**src/rtl/rlbp_stream_capture.sv**
```systemverilog
// Deserializes the RLBP macro's serial stream into words framed by pixel start/done
// strobes, buffers them in a FIFO and exposes them through a Wishbone slave.
module rlbp_stream_capture #(
    parameter int unsigned WORD_W   = 32,
    parameter int unsigned DEPTH    = 16,
    parameter logic [31:0] BASE_ADR = 32'h3000_0100,
    parameter int unsigned IRQ_THR  = 8
) (
    input  logic              wb_clk_i,
    input  logic              wb_rst_ni,
    input  logic              ser_data_i,
    input  logic              ser_valid_i,
    input  logic              frame_start_i,
    input  logic              frame_done_i,
    input  logic              wbs_cyc_i,
    input  logic              wbs_stb_i,
    input  logic              wbs_we_i,
    input  logic [3:0]        wbs_sel_i,
    input  logic [31:0]       wbs_adr_i,
    input  logic [WORD_W-1:0] wbs_dat_i,
    output logic              wbs_ack_o,
    output logic [WORD_W-1:0] wbs_dat_o,
    output logic              irq_o
);

    localparam int unsigned AW = $clog2(DEPTH);
    localparam int unsigned PW = AW + 1;
    localparam int unsigned CW = $clog2(WORD_W);
    localparam logic [CW:0] WORD_W_L = (CW+1)'(WORD_W);

    typedef enum logic [1:0] {
        ST_IDLE,
        ST_CAPTURE,
        ST_FLUSH
    } state_e;

    state_e            state_q, state_d;
    logic [WORD_W-1:0] sh_q, sh_d;
    logic [CW-1:0]     cnt_q, cnt_d;
    logic [PW-1:0]     wr_ptr_q, wr_ptr_d;
    logic [PW-1:0]     rd_ptr_q, rd_ptr_d;
    logic              enable_q, enable_d;
    logic              thr_en_q, thr_en_d;
    logic              done_en_q, done_en_d;
    logic              underflow_q, underflow_d;
    logic              overflow_q, overflow_d;
    logic              partial_q, partial_d;
    logic              frame_done_q, frame_done_d;
    logic              ack_q, ack_d;
    logic [WORD_W-1:0] dat_q, dat_d;
    logic              irq_q, irq_d;
    logic [WORD_W-1:0] mem_q [DEPTH];

    logic              hit_c, req_c, rd_c, wr_c;
    logic [1:0]        off_c;
    logic              pop_c, flush_wr_c, set_und_c, set_ovf_c, wr_en_c;
    logic [4:1]        clr_c;
    logic              push_c, set_partial_c, set_done_c;
    logic [WORD_W-1:0] push_word_c;
    logic [CW:0]       pad_sh_c;
    logic [PW-1:0]     count_c;
    logic              empty_c, full_c;
    logic [31:0]       status_c;
    logic [3:0]        ctrl_c;
    logic [WORD_W-1:0] rdata_c;
    logic              unused_ok;

    assign unused_ok = ^{wbs_sel_i, wbs_adr_i[1:0], wbs_dat_i[WORD_W-1:5]};

    assign count_c = wr_ptr_q - rd_ptr_q;
    assign empty_c = (count_c == '0);
    assign full_c  = (count_c == PW'(DEPTH));

    // Wishbone decode; a request right after an ack is held off for one cycle
    always_comb begin
        hit_c      = wbs_cyc_i & wbs_stb_i & (wbs_adr_i[31:4] == BASE_ADR[31:4]);
        req_c      = hit_c & ~ack_q;
        rd_c       = req_c & ~wbs_we_i;
        wr_c       = req_c & wbs_we_i;
        off_c      = wbs_adr_i[3:2];
        pop_c      = rd_c & (off_c == 2'd0) & ~empty_c;
        set_und_c  = rd_c & (off_c == 2'd0) & empty_c;
        flush_wr_c = wr_c & (off_c == 2'd2) & wbs_dat_i[1];
        clr_c      = (wr_c && off_c == 2'd3) ? wbs_dat_i[4:1] : 4'b0;
    end

    // Capture FSM: shifts bits MSB-first and produces FIFO pushes
    always_comb begin
        state_d       = state_q;
        sh_d          = sh_q;
        cnt_d         = cnt_q;
        push_c        = 1'b0;
        push_word_c   = '0;
        set_partial_c = 1'b0;
        set_done_c    = 1'b0;
        pad_sh_c      = WORD_W_L - {1'b0, cnt_q};
        case (state_q)
            ST_IDLE: begin
                if (frame_start_i && enable_q) begin
                    state_d = ST_CAPTURE;
                    cnt_d   = '0;
                end
            end
            ST_CAPTURE: begin
                if (!enable_q) begin
                    state_d = ST_IDLE;
                    cnt_d   = '0;
                end else if (frame_start_i) begin
                    cnt_d = '0;
                end else begin
                    if (ser_valid_i) begin
                        sh_d = {sh_q[WORD_W-2:0], ser_data_i};
                        if (cnt_q == CW'(WORD_W - 1)) begin
                            push_c      = 1'b1;
                            push_word_c = sh_d;
                            cnt_d       = '0;
                        end else begin
                            cnt_d = cnt_q + CW'(1);
                        end
                    end
                    if (frame_done_i) begin
                        state_d = ST_FLUSH;
                    end
                end
            end
            ST_FLUSH: begin
                state_d    = ST_IDLE;
                set_done_c = 1'b1;
                cnt_d      = '0;
                if (cnt_q != '0) begin
                    push_c        = 1'b1;
                    push_word_c   = sh_q << pad_sh_c;
                    set_partial_c = 1'b1;
                end
            end
            default: state_d = ST_IDLE;
        endcase
        if (flush_wr_c) begin
            cnt_d         = '0;
            push_c        = 1'b0;
            set_partial_c = 1'b0;
        end
    end

    // FIFO pointers, sticky flags, control register and registered responses
    always_comb begin
        wr_en_c   = push_c & (~full_c | pop_c);
        set_ovf_c = push_c & full_c & ~pop_c;
        wr_ptr_d  = wr_ptr_q + PW'(wr_en_c);
        rd_ptr_d  = flush_wr_c ? wr_ptr_q : rd_ptr_q + PW'(pop_c);

        underflow_d  = (underflow_q & ~clr_c[4]) | set_und_c;
        overflow_d   = (overflow_q & ~clr_c[3]) | set_ovf_c;
        partial_d    = (partial_q & ~clr_c[2]) | set_partial_c;
        frame_done_d = (frame_done_q & ~clr_c[1]) | set_done_c;

        enable_d  = enable_q;
        thr_en_d  = thr_en_q;
        done_en_d = done_en_q;
        if (wr_c && off_c == 2'd2) begin
            enable_d  = wbs_dat_i[0];
            thr_en_d  = wbs_dat_i[2];
            done_en_d = wbs_dat_i[3];
        end

        status_c = {16'(count_c), 11'b0, underflow_q, overflow_q, partial_q,
                    frame_done_q, empty_c};
        ctrl_c   = {done_en_q, thr_en_q, 1'b0, enable_q};
        case (off_c)
            2'd0:    rdata_c = empty_c ? '0 : mem_q[rd_ptr_q[AW-1:0]];
            2'd1:    rdata_c = WORD_W'(status_c);
            2'd2:    rdata_c = WORD_W'(ctrl_c);
            default: rdata_c = '0;
        endcase

        ack_d = req_c;
        dat_d = rd_c ? rdata_c : '0;
        irq_d = (thr_en_q & (count_c >= PW'(IRQ_THR))) | (done_en_q & frame_done_q)
              | overflow_q;
    end

    always_ff @(posedge wb_clk_i or negedge wb_rst_ni) begin
        if (!wb_rst_ni) begin
            state_q      <= ST_IDLE;
            sh_q         <= '0;
            cnt_q        <= '0;
            wr_ptr_q     <= '0;
            rd_ptr_q     <= '0;
            enable_q     <= 1'b0;
            thr_en_q     <= 1'b0;
            done_en_q    <= 1'b0;
            underflow_q  <= 1'b0;
            overflow_q   <= 1'b0;
            partial_q    <= 1'b0;
            frame_done_q <= 1'b0;
            ack_q        <= 1'b0;
            dat_q        <= '0;
            irq_q        <= 1'b0;
        end else begin
            state_q      <= state_d;
            sh_q         <= sh_d;
            cnt_q        <= cnt_d;
            wr_ptr_q     <= wr_ptr_d;
            rd_ptr_q     <= rd_ptr_d;
            enable_q     <= enable_d;
            thr_en_q     <= thr_en_d;
            done_en_q    <= done_en_d;
            underflow_q  <= underflow_d;
            overflow_q   <= overflow_d;
            partial_q    <= partial_d;
            frame_done_q <= frame_done_d;
            ack_q        <= ack_d;
            dat_q        <= dat_d;
            irq_q        <= irq_d;
        end
    end

    // Storage array carries no reset; validity is tracked by the pointers
    always_ff @(posedge wb_clk_i) begin
        if (wr_en_c) begin
            mem_q[wr_ptr_q[AW-1:0]] <= push_word_c;
        end
    end

    assign wbs_ack_o = ack_q;
    assign wbs_dat_o = dat_q;
    assign irq_o     = irq_q;

endmodule

```
**config.mk**
```make
export PLATFORM = sky130hd
export DESIGN_NAME = rlbp_stream_capture
export DESIGN_NICKNAME = d
export VERILOG_FILES = /design/src/rtl/rlbp_stream_capture.sv
export SDC_FILE = /design/constraint.sdc
export NUM_CORES = 1
export LEC_CHECK = 0
export ABC_AREA = 1
export CAP_MARGIN = 20
export CORE_MARGIN = 4
export CORE_UTILIZATION = 63
export CTS_BUF_LIST = sky130_fd_sc_hd__clkbuf_2 sky130_fd_sc_hd__clkbuf_4 sky130_fd_sc_hd__clkbuf_8
export DETAILED_ROUTE_END_ITERATION = 8
export PLACE_DENSITY = 0.86
export SLEW_MARGIN = 0
export SYNTH_ARGS = -nofsm -noshare
export SYNTH_HDL_FRONTEND = slang
export SYNTH_SLANG_ARGS = --single-unit
```
**constraint.sdc**
```tcl
create_clock -name wb_clk_i -period 5.2 [get_ports wb_clk_i]
set_clock_uncertainty 0.1 [all_clocks]
set_input_delay 1.04 -clock wb_clk_i [delete_from_list [all_inputs] [get_ports wb_clk_i]]
set_output_delay 1.04 -clock wb_clk_i [all_outputs]
set_load 0.02 [all_outputs]
```
Word level (Yosys, flattened, before mapping)

Memory sizes are Yosys's and may differ from the RTL's.
Index checks and enable logic that the tools add are counted.

Register bits after elaboration: 90
Output and inout bits: 34
Bits in writable memories: 512
Logic and storage cells: 118
Bits of input ports: 77
Memories: 1

Memories:

| memory | depth | bits a word | read ports | clocked after memory_dff | wr ports | RTL line | source |
|---|---|---|---|---|---|---|---|
| mem_q  | 16    | 32          | 1          | 0                        | 1        | 52       | `logic [WORD_W-1:0] mem_q [DEPTH];` |

$lt $le $gt $ge: 1
Mux-type cells: 35
Equal/unequal tests: 13
Shifts and indexed selects: 1
Add/subtract/negate cells: 5
Bitwise operators: 36
Reduce and logical (&&, ||, !) cells: 11

Operators by type and width:

| cell                   | count |
|---|---|
| $mux W32               | 7 |
| $pmux W32 S3           | 1 |
| $pmux W32 S2           | 1 |
| $mux W5                | 7 |
| $shl A32 B6 Y32        | 1 |
| $eq A28 B26 Y1 const B | 1 |
| $and A1 B1 Y1          | 19 |
| $pmux W5 S3            | 1 |
| $mux W1                | 11 |
| $add A5 B1 Y5          | 2 |
| $eq A5 B5 Y1 const B   | 2 |
| $not A1 Y1             | 10 |
| $ne A3 B3 Y1 const B   | 3 |
| $mux W2                | 4 |
| $or A1 B1 Y1           | 7 |
| $eq A2 B2 Y1 const B   | 3 |
| $reduce_and A3 Y1      | 2 |
| $sub A6 B5 Y6 const A  | 1 |
| $add A5 B1 Y5 const B  | 1 |
| $ge A5 B4 Y1 const B   | 1 |
| $logic_not A5 Y1       | 1 |
| $ne A5 B5 Y1 const B   | 1 |
| $reduce_bool A5 Y1     | 1 |
| $sub A5 B5 Y5          | 1 |
| 9 further kinds        | 13 |

Depth between registers and ports, before layout

Word-level depth: 10
Mapped depth: 17

Least setup slack after synthesis

OpenSTA, ideal clock, no wires.

Kind: flip-flop to flip-flop
From: register rd_ptr_q[3]
To: memory mem_q[0][0], enable pin
Cell stages (with the launch flop): 15
Buffers on the path: 1
Clock period less this slack: 4.007 ns
Arrival: 3.486 ns
Setup time: 0.421 ns
Required time: 4.679 ns
Path slack: 1.193 ns
Cells stage by stage: dfrtp_1 > clkinv_1 > buf_1 > ha_1 > a21oi_1 > nand2_1 > o21ai_0 > nand2_1 > inv_1 > nor2_1 > nand2_1 > inv_1 > nor2_8 > nand2_4 > nor2_1

Longest elaborated chain between the ends: 8
Elaborated cells on any way between the ends: 10
Those cells by class: 1 x add/sub; 1 x eq/ne; 2 x mux; 5 x bitwise; 1 x reduce/logical

Ends and longest elaborated chain:

| what                            | RTL line | source |
|---|---|---|
| start: declaration              | 41       | `logic [PW-1:0] rd_ptr_q, rd_ptr_d;` |
| start signal: assignment        | 204      | `rd_ptr_q <= rd_ptr_d;` |
| $sub A5 B5 Y5 *                 | 70       | `assign count_c = wr_ptr_q - rd_ptr_q;` |
| $logic_not A5 Y1                | 71       | `assign empty_c = (count_c == '0);` |
| $not A1 Y1                      | 81       | `pop_c = rd_c & (off_c == 2'd0) & ~empty_c;` |
| $and A1 B1 Y1                   | 81       |  |
| $or A1 B1 Y1 *                  | 147      | `wr_en_c = push_c & (~full_c \| pop_c);` |
| $and A1 B1 Y1 *                 | 147      |  |
| $mux W1 *                       | 220      | `if (wr_en_c) begin` |
| $mux W1 (not written as such) * | 221      | `mem_q[wr_ptr_q[AW-1:0]] <= push_word_c;` |
| end: declaration                | 52       |  |

Mark *: on every way between the ends. The rest lies on a longest branch, timed or not.

Worst setup path in the final report

From: register rd_ptr_q[1]
To: register dat_q[20], in the netlist wbs_dat_o[20]

Longest elaborated chain between the ends: 5
Elaborated cells on any way between the ends: 6
Those cells by class: 1 x add/sub; 3 x mux; 1 x reduce/logical; 1 x memory

Ends and longest elaborated chain:

| what                   | RTL line | source |
|---|---|---|
| $sub A5 B5 Y5          | 70       |  |
| $logic_not A5 Y1       | 71       |  |
| $mux W32               | 170      | `2'd0: rdata_c = empty_c ? '0 : mem_q[rd_ptr_q[AW-1:0]];` |
| $pmux W32 S3 *         | 169      | `case (off_c)` |
| $mux W32 *             | 177      | `dat_d = rd_c ? rdata_c : '0;` |
| named net dat_d[20]    | 50       | `logic [WORD_W-1:0] dat_q, dat_d;` |
| end signal: assignment | 213      | `dat_q <= dat_d;` |
| end: declaration       | 50       |  |

Mark *: on every way through the listed nets, which the timed path passes. The rest lies on a longest branch.
A chain may end at the register's enable or synchronous reset.

==> Flow_metrics.wiki <==
{| class="wikitable"
! Metric !! Value
|-
| Per-cell via count in the routed design || 6.33
|-
| Type of the worst setup path || flop to flop
|-
| Number of nets in the layout || 2565
|-
| Crit path max-delay family || buffers and inverters
|-
| # clock sinks || 602
|-
| Post-route antenna net violation count || 0
|-
| Count of input and output buffers || 77
|-
| Unique cell type count in the Yosys netlist || 45
|-
| Critical path's largest stage delay || 0.75 ns
|-
| Global router's overall resource usage || 30.9%
|-
| Power Internal || 7540 µW
|-
| Total Negative Setup Slacks || 0 ns
|-
| Max Fclk || 249 MHz
|-
| Global-route wire length before repair || 107000 µm
|-
| Sequential-to-total area share from yosys stat || 67.5%
|-
| Max-cap viol count || 0
|-
| Relative max-transition margin || 10.9%
|-
| Sequential fraction of design power || 55.0%
|-
| Critical path depth || 9
|-
| First-pass detailed-route iteration total || 6
|-
| Ant. Diodes || 0
|-
| Final critical-path required period || 4.02 ns
|-
| Leakage component of the power || 0.0106 µW
|-
| Number of filler instances in the final layout || 2593
|-
| Number of H-tree levels || 3
|-
| Num CTS Buffers || 91
|-
| Share of final-layout standard cells stronger than drive strength 1 || 11.4%
|-
| Fraction of power consumed by combinational cells || 1.3%
|-
| Starting DRC count in detailed routing || 2898
|-
| Total nets after synthesis || 2479
|-
| Post-Layout Inst Area || 29600 µm²
|-
| Buffer count from post-CTS setup fixing || 0
|-
| Buffer and inverter count on the worst path || 3
|-
| Final GP Congestion || 0.903
|-
| Setup slack on the worst flop-to-flop path || 1.18 ns
|-
| Switching Fraction || 20.2%
|-
| Outcome || complete, no violations
|-
| Area of the core region || 40900 µm²
|-
| Cell types with the highest counts after synthesis || sky130_fd_sc_hd__nand2_1, sky130_fd_sc_hd__edfxtp_1, sky130_fd_sc_hd__nand3_1, sky130_fd_sc_hd__a21oi_1, sky130_fd_sc_hd__o21ai_0
|-
| Max rail drop VDD || 0.175 mV
|-
| Total Die Area || 44800 µm²
|-
| Worst-Skew Late Latency || 0.67 ns
|-
| Detailed Route WL || 70200 µm
|-
| Worst EP arrival || 4.47 ns
|-
| Synthesis-stage register bit count || 602
|-
| Most common flop cell mapped by yosys || sky130_fd_sc_hd__edfxtp_1
|-
| Async S/R FF share, synth || 15.0%
|-
| Post-synth top area cell || sky130_fd_sc_hd__edfxtp_1
|-
| Initial Utilization || 63.9%
|-
| HP Class || primary input to async pin
|-
| Cells along the critical path || inv_4 -> buf_4 -> buf_4 -> a21oi_1 -> a22oi_1 -> nand2_1 -> nand3_1 -> nand4_1 -> a21oi_1
|-
| Hold_ws || 0.324 ns
|-
| Boundary pin count || 111
|-
| Yosys warns || 0
|-
| Slew Viols, Final || 0
|-
| CTS clock-pin slew for the worst setup and hold paths || 0.07 ns
|-
| DRC || 0
|-
| Slowest cell on the critical path || sky130_fd_sc_hd__buf_4
|-
| Number of cells traversed by the worst register-to-register path || 9
|-
| Power density of the placed cells || 319 nW/µm²
|-
| Hold Fails Final Rpt || 0
|-
| Kind of end point of the critical path || flop
|-
| Routed length per instance || 22.8 µm
|-
| Count of vias placed by the detailed router || 19.5k
|-
| Pin count of the biggest net entering global routing || 260
|-
| Net load switching power || 1910 µW
|-
| Layout Area Growth over Synthesis || 13.3%
|-
| Unrepaired setup endpoints after global routing || no
|-
| TritonCTS clock tree || yes
|-
| Global route total overflow || 0
|-
| Data required time of the worst path || 5.65 ns
|-
| Largest fanout on the critical path || 70
|-
| Type of origin of the critical path || flop
|-
| Post-synthesis cell count || 2387
|-
| Post-synth EDFFs || 512
|-
| Number of placement rows || 74
|-
| Post-synthesis instance area || 26100 µm²
|-
| Detail Placement HPWL || 40000 µm
|-
| Height of the die || 212 µm
|-
| X dimension of the die || 212 µm
|-
| Initial antenna violation count || 0
|-
| Cell types with the largest area share after synthesis || sky130_fd_sc_hd__edfxtp_1, sky130_fd_sc_hd__nand2_1, sky130_fd_sc_hd__dfrtp_1
|-
| CTS Hold Bufs || 0
|-
| Standard cell area after detailed placement || 27500 µm²
|-
| Post-cts resize count || 0
|-
| Part of the cycle the worst path needs || 77.3%
|-
| Number of global-route vias before repair || 19.4k
|-
| Top-area cell type share of the netlist area || 58.8%
|-
| Clock network fraction of total power || 43.7%
|-
| Dominant cell by count in the synthesized netlist || sky130_fd_sc_hd__nand2_1
|-
| Clock tree root driver cell || sky130_fd_sc_hd__clkbuf_8
|-
| Final setup violation count || 0
|-
| Worst slew pin tran || 1.34 ns
|-
| Avg Cell Area, Syn || 10.9 µm²
|-
| Bufs on Longest Clock Path || 3
|}
## cell families (layout without fill, tap and decap cells)
family                     count (synthesis)  count (layout)  share of synthesized area, %
AOI/OAI and AO/OA                        459             459                          10.6
adders and majority gates                 15              15                         0.747
and+or+nand+nor                         1062            1062                          16.8
DFF                                      602             602                          67.5
xor gates and xnor gates                   8               8                         0.340
muxes                                      1               1                        0.0431
buffers and inverters                    240             405                          3.97
## routing by layer
| metal | GRT usage, % | vias up | wire, µm |
|---|---|---|---|
| li1 | - | 8618 | - |
| met1 | 39.9 | 9204 | 24300 |
| met2 | 50.4 | 1415 | 33900 |
| met3 | 6.83 | 279 | 8560 |
| met4 | 15.0 | 0 | 3420 |
| met5 | 0 | - | 0 |
## power by group through the flow
stage          clock, µW  sequential [µW]  combinational [µW]
2_1_floorplan          0             5290                54.7
3_3_place_gp           0             5300                 119
3_5_place_dp           0             5300                 121
4_1_cts             4150             5200                 122
5_1_grt             4400             5190                 137
6_report            4130             5200                 121
## sequential cells by signal, indices dropped and copies added (netlist names), 2 cells and up
name,cells
sh_q,32
wr_ptr_q,5
mem_q,512
state_q,2
rd_ptr_q,5
wbs_dat_o,32
cnt_q,5
## path summary, 6_finish.rpt
path                                        from                       to
setup / recovery           rd_ptr_q[1]$_DFF_PN0_  wbs_dat_o[20]$_DFF_PN0_
max in group asynchronous              wb_rst_ni  wbs_dat_o[28]$_DFF_PN0_
hold reg to reg             sh_q[23]$_DFFE_PN0P_     sh_q[24]$_DFFE_PN0P_
min in group wb_clk_i       sh_q[23]$_DFFE_PN0P_     sh_q[24]$_DFFE_PN0P_
hold / removal                         wb_rst_ni     sh_q[18]$_DFFE_PN0P_
setup reg to reg           rd_ptr_q[1]$_DFF_PN0_  wbs_dat_o[20]$_DFF_PN0_
## layout make-up
class | count | area (µm²) | area share, %
sequential | 602 | 17600 | 59.5
tap | 532 | 666 | 2.25
clock inverter | 24 | 186 | 0.630
multi-input combinational | 1545 | 7600 | 25.7
clock buffer | 148 | 1800 | 6.08
inverter | 94 | 360 | 1.22
timing repair buffer | 139 | 1370 | 4.62
## worst register-to-register path, cell delays in order (launching register included)
cell and delay [ns]:
sky130_fd_sc_hd__dfrtp_4 0.66, sky130_fd_sc_hd__inv_4 0.47, sky130_fd_sc_hd__buf_4 0.77, sky130_fd_sc_hd__buf_4 0.78
sky130_fd_sc_hd__a21oi_1 0.13, sky130_fd_sc_hd__a22oi_1 0.30, sky130_fd_sc_hd__nand2_1 0.08, sky130_fd_sc_hd__nand3_1 0.08
sky130_fd_sc_hd__nand4_1 0.26, sky130_fd_sc_hd__a21oi_1 0.28
## cell usage in the layout, fill, tap and decap left out, drive strengths merged, types with 5 or more instances in the layout
cell type / count
clkinv: 22
a21oi: 208
clkdlybuf4s50: 76
or2: 5
nand3: 215
buf: 62
clkbuf: 149
ha: 14
a211oi: 10
nor2: 98
o211ai: 17
inv: 94
o311ai: 13
a22oi: 39
xor2: 7
a32o: 38
dfrtp: 90
o21ai: 121
edfxtp: 512
nand2: 729
nand4: 10
## per-stage QoR
step	instances	total power, µW	setup slack [ns]	util [%]
after CTS	3074	9460	1.05	72.2
after global placement	2892	5410	0.850	66.8
after detailed placement	2902	5420	0.853	67.3
after global routing	3084	9730	0.952	72.4
final	3084	9440	1.18	72.4
after floorplan	2387	5350	1.19	-
No activity file was read; power rests on OpenSTA's default activity.
